## src/rtl/vga_path_select.sv

```systemverilog
// Aligns NUM_PATHS pixel streams of differing pipeline latency to the raw VGA timing,
// selects one for the pins and defers mode changes to a frame boundary.
// Optional feature macro: VGA_PATH_SWITCH_BLANK_EN (one black frame after each switch).
module vga_path_select #(
    parameter int                     NUM_PATHS = 4,
    parameter int                     DATA_W    = 8,
    parameter int                     MAX_LAT   = 4,
    parameter logic [NUM_PATHS*4-1:0] LAT_VEC   = {4'd4, 4'd2, 4'd0, 4'd0},
    localparam int                    SEL_W     = $clog2(NUM_PATHS)
) (
    input  logic                            clk_25_vga,
    input  logic                            rst_n,
    input  logic                            vsync,
    input  logic                            hsync,
    input  logic                            active_area,
    input  logic [NUM_PATHS*3*DATA_W-1:0]   path_data,
    input  logic [NUM_PATHS-1:0]            path_ready,
    input  logic [SEL_W-1:0]                mode_sel,
    output logic [DATA_W-1:0]               out_r,
    output logic [DATA_W-1:0]               out_g,
    output logic [DATA_W-1:0]               out_b,
    output logic                            out_hsync,
    output logic                            out_vsync,
    output logic                            out_active,
    output logic [SEL_W-1:0]                mode_cur,
    output logic                            switch_pending
);

    localparam int PIX_W = 3 * DATA_W;
    localparam int NSEL  = 1 << SEL_W;

    typedef enum logic [1:0] {
        ST_RUN     = 2'd0,
        ST_PENDING = 2'd1,
        ST_BLANK   = 2'd2
    } state_e;

    // Aligned per-path streams, padded to a power of two so the mux index is exact.
    logic [PIX_W-1:0] data_al [NSEL];
    logic [NSEL-1:0]  ready_al;

    for (genvar i = 0; i < NSEL; i++) begin : g_path
        if (i >= NUM_PATHS) begin : g_unused
            assign data_al[i]  = '0;
            assign ready_al[i] = 1'b0;
        end else begin : g_used
            localparam int DEPTH = MAX_LAT - int'(LAT_VEC[i*4 +: 4]);

            logic [PIX_W-1:0] data_in;
            logic             ready_in;

            assign data_in  = path_data[i*PIX_W +: PIX_W];
            assign ready_in = path_ready[i];

            if (DEPTH == 0) begin : g_wire
                assign data_al[i]  = data_in;
                assign ready_al[i] = ready_in;
            end else begin : g_regs
                logic [PIX_W-1:0] data_q  [DEPTH];
                logic             ready_q [DEPTH];

                always_ff @(posedge clk_25_vga or negedge rst_n) begin
                    if (!rst_n) begin
                        for (int s = 0; s < DEPTH; s++) begin
                            data_q[s]  <= '0;
                            ready_q[s] <= 1'b0;
                        end
                    end else begin
                        data_q[0]  <= data_in;
                        ready_q[0] <= ready_in;
                        for (int s = 1; s < DEPTH; s++) begin
                            data_q[s]  <= data_q[s-1];
                            ready_q[s] <= ready_q[s-1];
                        end
                    end
                end

                assign data_al[i]  = data_q[DEPTH-1];
                assign ready_al[i] = ready_q[DEPTH-1];
            end
        end
    end

    // Raw timing delayed by the worst-case path latency; syncs idle high.
    logic vs_q  [MAX_LAT];
    logic hs_q  [MAX_LAT];
    logic act_q [MAX_LAT];
    logic vs_al;
    logic hs_al;
    logic act_al;

    always_ff @(posedge clk_25_vga or negedge rst_n) begin
        if (!rst_n) begin
            for (int s = 0; s < MAX_LAT; s++) begin
                vs_q[s]  <= 1'b1;
                hs_q[s]  <= 1'b1;
                act_q[s] <= 1'b0;
            end
        end else begin
            vs_q[0]  <= vsync;
            hs_q[0]  <= hsync;
            act_q[0] <= active_area;
            for (int s = 1; s < MAX_LAT; s++) begin
                vs_q[s]  <= vs_q[s-1];
                hs_q[s]  <= hs_q[s-1];
                act_q[s] <= act_q[s-1];
            end
        end
    end

    assign vs_al  = vs_q[MAX_LAT-1];
    assign hs_al  = hs_q[MAX_LAT-1];
    assign act_al = act_q[MAX_LAT-1];

    logic vs_prev_q;
    logic fb;

    always_ff @(posedge clk_25_vga or negedge rst_n) begin
        if (!rst_n) begin
            vs_prev_q <= 1'b1;
        end else begin
            vs_prev_q <= vs_al;
        end
    end

    assign fb = vs_prev_q & ~vs_al;

    // Board switches are asynchronous to the pixel clock.
    logic [SEL_W-1:0] sel_meta_q;
    logic [SEL_W-1:0] req_q;
    logic             req_valid;

    always_ff @(posedge clk_25_vga or negedge rst_n) begin
        if (!rst_n) begin
            sel_meta_q <= '0;
            req_q      <= '0;
        end else begin
            sel_meta_q <= mode_sel;
            req_q      <= sel_meta_q;
        end
    end

    if (NSEL == NUM_PATHS) begin : g_all_valid
        assign req_valid = 1'b1;
    end else begin : g_range_valid
        assign req_valid = (req_q < SEL_W'(NUM_PATHS));
    end

    state_e           state_q;
    logic [SEL_W-1:0] mode_q;
    logic             pending_q;
    logic             blank_q;

    always_ff @(posedge clk_25_vga or negedge rst_n) begin
        if (!rst_n) begin
            state_q   <= ST_RUN;
            mode_q    <= '0;
            pending_q <= 1'b0;
            blank_q   <= 1'b0;
        end else begin
            unique case (state_q)
                ST_RUN: begin
                    if (req_valid && (req_q != mode_q)) begin
                        state_q   <= ST_PENDING;
                        pending_q <= 1'b1;
                    end
                end
                ST_PENDING: begin
                    if (!req_valid) begin
                        state_q   <= ST_RUN;
                        pending_q <= 1'b0;
                    end else if (fb) begin
                        pending_q <= 1'b0;
                        if (req_q == mode_q) begin
                            state_q <= ST_RUN;
                        end else begin
                            mode_q <= req_q;
`ifdef VGA_PATH_SWITCH_BLANK_EN
                            state_q <= ST_BLANK;
                            blank_q <= 1'b1;
`else
                            state_q <= ST_RUN;
`endif
                        end
                    end
                end
                ST_BLANK: begin
                    if (fb) begin
                        state_q <= ST_RUN;
                        blank_q <= 1'b0;
                    end
                end
                default: begin
                    state_q   <= ST_RUN;
                    pending_q <= 1'b0;
                    blank_q   <= 1'b0;
                end
            endcase
        end
    end

    // Output register: the new mode_cur is first used the cycle after fb, still inside vsync.
    logic [PIX_W-1:0] pix_d;
    logic [PIX_W-1:0] out_pix_q;
    logic             out_hs_q;
    logic             out_vs_q;
    logic             out_act_q;

    always_comb begin
        pix_d = '0;
        if (act_al && ready_al[mode_q] && !blank_q) begin
            pix_d = data_al[mode_q];
        end
    end

    always_ff @(posedge clk_25_vga or negedge rst_n) begin
        if (!rst_n) begin
            out_pix_q <= '0;
            out_hs_q  <= 1'b1;
            out_vs_q  <= 1'b1;
            out_act_q <= 1'b0;
        end else begin
            out_pix_q <= pix_d;
            out_hs_q  <= hs_al;
            out_vs_q  <= vs_al;
            out_act_q <= act_al;
        end
    end

    assign out_r          = out_pix_q[3*DATA_W-1 -: DATA_W];
    assign out_g          = out_pix_q[2*DATA_W-1 -: DATA_W];
    assign out_b          = out_pix_q[DATA_W-1:0];
    assign out_hsync      = out_hs_q;
    assign out_vsync      = out_vs_q;
    assign out_active     = out_act_q;
    assign mode_cur       = mode_q;
    assign switch_pending = pending_q;

endmodule

```

## config.mk

```make
export PLATFORM = sky130hd
export DESIGN_NAME = vga_path_select
export DESIGN_NICKNAME = d
export VERILOG_FILES = /design/src/rtl/vga_path_select.sv
export SDC_FILE = /design/constraint.sdc
export NUM_CORES = 1
export LEC_CHECK = 0
export CAP_MARGIN = 15
export CORE_UTILIZATION = 56
export CTS_CLUSTER_DIAMETER = 150
export DETAILED_ROUTE_END_ITERATION = 6
export PLACE_DENSITY = 0.85
export SLEW_MARGIN = 40
export SYNTH_ARGS = -nofsm -noshare
export SYNTH_HDL_FRONTEND = slang
export SYNTH_SLANG_ARGS = --single-unit
```

## constraint.sdc

```tcl
create_clock -name clk_25_vga -period 3.75 [get_ports clk_25_vga]
set_clock_uncertainty 0.1 [all_clocks]
set_input_delay 0.5625 -clock clk_25_vga [delete_from_list [all_inputs] [get_ports clk_25_vga]]
set_output_delay 0.5625 -clock clk_25_vga [all_outputs]
set_load 0.05 [all_outputs]
```

## Yosys cells after proc, flatten, opt, wreduce, memory -nomap -nowiden

Index checks and enable logic that the tools add are counted.

- Bits in registers: 299
- Input bits: 107
- Output and inout port bits: 30
- Logic and storage cells: 81

- Magnitude comparators: 2
- Equal/unequal tests: 8
- Multiplexer cells: 13
- Bitwise gates (word level): 6
- Reductions and logical operators: 10

Operator list:

| operator | number |
|---|---|
| 24-bit 2-to-1 mux | 3 |
| 24-bit binary-select mux with 2-bit select | 1 |
| 2-bit != test, second input constant | 3 |
| 3-bit AND reduction | 2 |
| 2-bit 2-to-1 mux | 2 |
| 1-bit NOT | 4 |
| 2-bit one-hot mux with 2 select lines | 1 |
| 2-bit AND reduction | 2 |
| 2-bit OR reduction | 2 |
| 3-bit greater-or-equal comparator, second input constant | 1 |
| 2-bit by 3-bit < comparator with 1-bit output, second input constant | 1 |
| 1-bit 2-to-1 mux | 3 |
| 2-bit NOT with 3-bit output | 1 |
| 1-bit one-hot mux with 3 select lines | 1 |
| 1-bit binary-select mux with 2-bit select | 1 |
| 2-bit by 1-bit == test with 1-bit output, second input constant | 1 |
| 2-bit == test | 1 |
| 2-bit == test, second input constant | 1 |
| 1-bit logical AND | 2 |
| 2-bit zero test | 1 |
| 2-bit by 1-bit != test with 1-bit output, second input constant | 1 |
| 2-bit != test | 1 |
| 1-bit one-hot mux with 2 select lines | 1 |
| 1-bit bitwise AND | 1 |
| 1-bit zero test | 1 |

## Logic depth before layout (Yosys ltp)

Gate-level depths: netlist of the first run.

- Depth after elaboration: 5
- Depth in mapped cells: 5
- Gate-level depth less buffers: 3

## Worst setup path after synthesis of the first run

Ideal clock, no wire load.

- Path kind: register to register
- From: register mode_q[0], in the netlist mode_cur[0]
- To: register out_pix_q[0]
- Library setup time: 0.122 ns
- Arrival: 1.610 ns
- Data required time: 3.528 ns
- Path slack: 1.919 ns
- Cell stages (with the launch flop): 5
- Buffers on the path: 2
- Clock period less this slack: 1.831 ns
- Cell sequence: dfrtp_1 > buf_6 > buf_12 > mux4_2 > nor2b_1

- Word-level cells in the longest chain between the ends: 5
- Elaborated cells on any way between the ends: 9
- Classes of those cells: 6 x mux; 1 x bitwise; 2 x reduce/logical

Ends and longest elaborated chain:

| what | line | RTL |
|---|---|---|
| from (decl) | 150 | `logic [SEL_W-1:0] mode_q;` |
| from (signal assigned) | 177 | `mode_q <= req_q;` |
| 2-bit NOT with 3-bit output (implied by the code) / 1-bit binary-select mux with 2-bit select (equally long branches) | 212, 211 |  |
| 24-bit binary-select mux with 2-bit select / 1-bit 2-to-1 mux (equally long branches) | 212, 211 |  |
| 24-bit 2-to-1 mux (implied by the code) / 1-bit logical AND (equally long branches) (2 in a row) | 212, 211 |  |
| 24-bit 2-to-1 mux (*) | 211 | `if (act_al && ready_al[mode_q] && !blank_q) begin` |
| named net pix_d[0] | 203 | `logic [PIX_W-1:0] pix_d;` |
| to (signal assigned) | 223 | `out_pix_q <= pix_d;` |
| to (decl) | 204 | `logic [PIX_W-1:0] out_pix_q;` |

Mark *: on every way through the listed nets, which the timed path passes. The rest lies on a longest branch. The select of a mux whose other input is x is not followed.
A chain may end at the register's enable or synchronous reset.

## Final worst setup path of the first run

- From: register mode_q[1], in the netlist mode_cur[1]
- To: output port mode_cur[1]

RTL lines:

| what | line | RTL |
|---|---|---|
| to (decl) | 25 | `output logic [SEL_W-1:0] mode_cur,` |

No word-level cell between the ends.

==> summary.txt, run 1 <==
startpoint types: flop
leak pwr: 4.75 nW
Worst VDD drop: 438 µV
Final WS setup: 0.795 ns
CP max FO: 17
gr ovfl total: 0
Seq pwr share: 50.8%
Ports: 137
cell depth of the worst setup path: 1
Fmax achieved: 338 MHz
Rel. slew slack: 49.5%
CP cell instances: clkdlybuf4s50_1
R2R cell count: 3
Logic pwr share: 10.7%
Die Width: 124 µm
synthesis-stage register bit count: 296
drt drc: 0
cell row count: 44
Register Area: 7420 µm²
core box area: 14500 µm²
hold depth: 0
Initial Util: 57.4%
antenna viol nets, final: 0
Num CTS Buffers: 27
Post-Synthesis Cells: 363
hold crit path type: flop to flop
Sw Pwr: 1.53 mW
most frequent cells in the layout: dfrtp_1 (285), clkdlybuf4s50_1 (135), clkbuf_16 (27)
Setup-failing EPs final: 0
crit end category: output pin
clock root cell: clkbuf_16
post-cts gate resize count: 0
Iter 0 DRT Violations: 154
vias in the first global route: 3783
Area Growth Syn to Fin: 30.2%
Power Density: 636 nW/µm²
initial antenna violation count: 0
Die Ht: 124 µm
Wirelength per Cell: 17.0 µm
Net Sw Frac: 22.2%
Initial DRT Pass Iterations: 3
layout cell share with drive strength beyond 1: 14.2%
TritonCTS clock tree: done
routability-driven placement congestion ratio: 0.711
number of port buffers: 136
setup TNS: 0 ns
CTS clk-pin slew, worst paths: 0.06 ns
largest net degree at the start of global routing: 112
Mapped Area: 8300 µm²
Cell Int Power: 5.35 mW
Final min period: 2.95 ns
Post-Syn Nets: 470
sequential-to-total area share from yosys stat: 89.3%
Fillers: 816
Max stage delay cell, worst path: clkdlybuf4s50_1
pre-CTS setup slack: 1.26 ns
nets: 636
wirelength, routed: 12.4 mm
H-tree level count: 1
WP data required: 3.09 ns
vias per cell: 4.75
Clk Latency, worst-skew pair: 0.51 ns
commonest non-fill, non-tap cell in the layout: dfrtp_1
clock sink total: 296
first-pass GRT wire length: 19.4 mm
synthesis warning total: 0
Slew Viols, Final: 0
unrepaired setup endpoints after global routing: false
CP arrival: 2.29 ns
crit share post-route: 78.8%
Longest Clk Path Bufs: 3
status: completed
Vias: 3478
clock share of power: 38.5%
Total GRT Usage: 17.2%
Synth cell types: 16
Worst Tran Pin Value: 0.758 ns
worst path bufs/invs: 1
DP HPWL: 7.56 mm
critical path's top delay family: buffers and inverters
Die Area: 15300 µm²
max cap viols: 0
CP Class: flop to output pin
max incr delay on CP: 0.95 ns
syn avg cell area: 22.9 µm²
Fin. Hold Viols: 0
Ant. Diodes: 0
multi-input logic area: 810 µm²
[synth_stat cells]
master	number	area, µm²
o22a_1	1	8.76
nor2b_1	24	150
nand2b_1	1	6.26
dfrtp_1	286	7160
xor2_1	2	17.5
mux4_1	6	158
dfstp_2	10	263
buf_2	5	25.0
o31a_1	1	8.76
nand3b_1	1	7.51
buf_12	2	40.0
mux4_2	18	405
mux2i_1	2	20.0
mux2_2	2	22.5
buf_6	1	11.3
nand2_1	1	3.75
[flip-flops by register name, indices dropped and copies added (netlist names)]
name / count
act_al: 1
act_q: 3
data_al: 72
g_path.g_used.g_regs.data_q: 168
g_path.g_used.g_regs.ready_q: 10
hs_al: 1
hs_q: 3
mode_cur: 2
out_active: 1
out_hsync: 1
out_pix_q: 24
out_vsync: 1
req_q: 2
sel_meta_q: 2
state_q: 1
vs_al: 1
vs_q: 3
[kinds of logic after synthesis]
group,synth area share (%)
muxes,7.29
xor gates and xnor gates,0.211
AOI/OAI and AO/OA,0.211
DFF,89.3
and+or+nand+nor,2.02
buffers and inverters,0.919
[layer usage]
metal,part of all wire [%],track usage (%),vias to the layer above
met1,39,21.7,1829
met4,1.7,4.97,0
met5,0,0,-
met2,54,29.7,97
li1,-,-,1535
met3,5.9,4.35,17
[layout make-up]
| cell class | count | share of cell area, % |
|---|---|---|
| clock buffer | 41 | 7.01 |
| multi-input combinational | 59 | 7.49 |
| timing repair buffer | 145 | 13.7 |
| clock inverter | 7 | 1.02 |
| sequential | 296 | 68.6 |
| tap | 184 | 2.13 |
[stage by stage]
stage               instances  utilization [%]  total power, mW  hold WS [ns]  cell area (µm²)
floorplan                 363                -             3.96         0.167             8300
global placement          682             68.4             4.26         0.231             9900
detailed placement        682             68.4             4.29         0.235             9900
CTS                       730             74.4             6.96        0.0290            10800
global route              732             74.7             7.14         0.248            10800
finish                    732             74.7             6.87         0.241            10800
[power groups by stage]
stage,clock network (mW),registers [mW],logic (mW)
6_report,2.64,3.49,0.736
5_1_grt,2.84,3.51,0.782
4_1_cts,2.72,3.50,0.746
3_5_place_dp,0,3.56,0.739
3_3_place_gp,0,3.54,0.723
2_1_floorplan,0,3.68,0.275
[repair_timing]
item,4_1_cts,5_1_grt
buffers inserted,0,0
endpoints found under the hold margin,0,55
hold buffers,0,1
endpoints found under the setup margin,0,0
[worst paths after layout]
path | end | slack, ns | from
worst min-delay path | data_al[60] | 0.24 | g_path[1].g_used.g_regs.data_q[36]
min in group asynchronous | data_al[90] | 0.47 | rst_n
max in group asynchronous | data_al[79] | 2.00 | rst_n
worst max-delay path | mode_cur[1] | 0.80 | mode_cur[1]
worst max register to register | out_pix_q[4] | 1.71 | mode_cur[0]
worst min register to register | data_al[60] | 0.24 | g_path[1].g_used.g_regs.data_q[36]
(Power assumes the default switching activity.)
==> run 2, diff against run 1 <==
--- a/config.mk
+++ b/config.mk
@@ -6,10 +6,10 @@
 export NUM_CORES = 1
 export LEC_CHECK = 0
 export CAP_MARGIN = 15
-export CORE_UTILIZATION = 56
+export CORE_UTILIZATION = 52
 export CTS_CLUSTER_DIAMETER = 150
 export DETAILED_ROUTE_END_ITERATION = 6
-export PLACE_DENSITY = 0.85
+export PLACE_DENSITY = 0.8
 export SLEW_MARGIN = 40
 export SYNTH_ARGS = -nofsm -noshare
 export SYNTH_HDL_FRONTEND = slang
==> constraint.sdc (replaced) <==
create_clock -name clk_25_vga -period 3.1 [get_ports clk_25_vga]
set_clock_uncertainty 0.1 [all_clocks]
set_input_delay 0.465 -clock clk_25_vga [delete_from_list [all_inputs] [get_ports clk_25_vga]]
set_output_delay 0.465 -clock clk_25_vga [all_outputs]
set_load 0.05 [all_outputs]
==> run 2 against run 1 <==
Register-to-register slack worse by 0.60 ns. Routed wire length up 4.1%. Core utilization fell by 4.4 points. Critical endpoint is now mode_cur[0].
==> summary.txt, run 2 (synthesis results as in run 1) <==
largest net degree at the start of global routing: 79
Vias: 3530
layout cell share with drive strength beyond 1: 15.0%
clock root cell: clkbuf_16
commonest non-fill, non-tap cell in the layout: dfrtp_1
Ant. Diodes: 0
max incr delay on CP: 0.89 ns
routability-driven placement congestion ratio: 0.707
Rel. slew slack: 60.4%
H-tree level count: 1
WP data required: 2.53 ns
worst path bufs/invs: 1
Die Width: 128 µm
Wirelength per Cell: 17.1 µm
CP Class: flop to output pin
routing usage on met1: 21.8%
Die Area: 16500 µm²
met2 Track Usage GR: 29.6%
core box area: 15400 µm²
Total GRT Usage: 17.2%
setup TNS: 0 ns
Initial DRT Pass Iterations: 3
startpoint types: flop
DP HPWL: 8.48 mm
Slew Viols, Final: 0
Max stage delay cell, worst path: clkdlybuf4s50_1
Initial Util: 54.0%
Longest Clk Path Bufs: 3
gr ovfl total: 0
vias in the first global route: 3974
crit end category: output pin
first-pass GRT wire length: 20.9 mm
Ports: 137
max cap viols: 0
Setup-failing EPs final: 0
cell row count: 45
vias per cell: 4.66
Fmax achieved: 386 MHz
critical path's top delay family: buffers and inverters
antenna viol nets, final: 0
Num CTS Buffers: 27
nets: 636
crit share post-route: 83.5%
status: completed
Fin. Hold Viols: 0
Worst VDD drop: 478 µV
unrepaired setup endpoints after global routing: false
CP max FO: 14
most frequent cells in the layout: dfrtp_1 (285), clkdlybuf4s50_1 (134), clkbuf_16 (27)
post-cts gate resize count: 0
CP arrival: 2.02 ns
Die Ht: 128 µm
met3 Usage GRT: 4.66%
initial antenna violation count: 1
Most Crowded Layer GR: met2
Final min period: 2.59 ns
leak pwr: 4.75 nW
clock sink total: 296
Post-CTS Setup Inserts: 0
Clk Latency, worst-skew pair: 0.51 ns
fin util: 70.3%
number of port buffers: 136
drt drc: 0
Power Density: 762 nW/µm²
TritonCTS clock tree: done
Iter 0 DRT Violations: 179
CTS Hold Bufs: 1
dpl cells: 710
Top reg by flops: g_path.g_used.g_regs.data_q
wirelength, routed: 13.0 mm
Area Growth Syn to Fin: 30.1%
hold crit path type: flop to flop
CP cell instances: clkdlybuf4s50_1
CTS clk-pin slew, worst paths: 0.06 ns
non-filler cells, final: 758
Largest register FFs: 168
Worst Tran Pin Value: 0.594 ns
run 2: cell type report:
cell class                      instances  area [µm²]
Fill cell                             922        4560
Sequential cell                       296        7420
Clock buffer                           40         795
Timing Repair Buffer                  145        1460
Multi-Input combinational cell         59         808
Clock inverter                          7        60.1
Tap cell                              211         264
run 2: metal layers:
layer / vias up / wire [µm]
li1: 1527 / -
met1: 1856 / 5030
met2: 112 / 6750
met3: 33 / 882
met4: 2 / 274
met5: - / 13
run 2: path summary, 6_finish.rpt:
| check | start | cells after the start | slack (ns) | to |
|---|---|---|---|---|
| max | mode_cur[0] | 1 | 0.51 | mode_cur[0] |
| min | g_path[1].g_used.g_regs.data_q[40] | 0 | 0.24 | data_al[64] |
| max reg2reg | mode_cur[0] | 4 | 1.11 | out_pix_q[11] |
| min reg2reg | g_path[1].g_used.g_regs.data_q[40] | 0 | 0.24 | data_al[64] |
| max in group asynchronous | rst_n | 3 | 1.64 | out_vsync |
| min in group asynchronous | rst_n | 2 | 0.41 | g_path[1].g_used.g_regs.data_q[86] |
run 2: metrics by stage:
stage	instance area [µm²]	setup slack [ns]	hold slack, ns	power (mW)
3_3_place_gp	9940	0.933	0.231	5.17
6_report	10800	0.513	0.241	8.23
5_1_grt	10800	0.416	0.246	8.56
2_1_floorplan	8300	1.27	0.0694	4.79
4_1_cts	10800	0.457	0.243	8.34
3_5_place_dp	9940	0.924	0.235	5.20
run 2: where the power goes:
group	switching (mW)	total, mW	internal, mW
sequential	0.102	4.21	4.11
clock	1.28	3.12	1.84
combinational	0.476	0.907	0.430
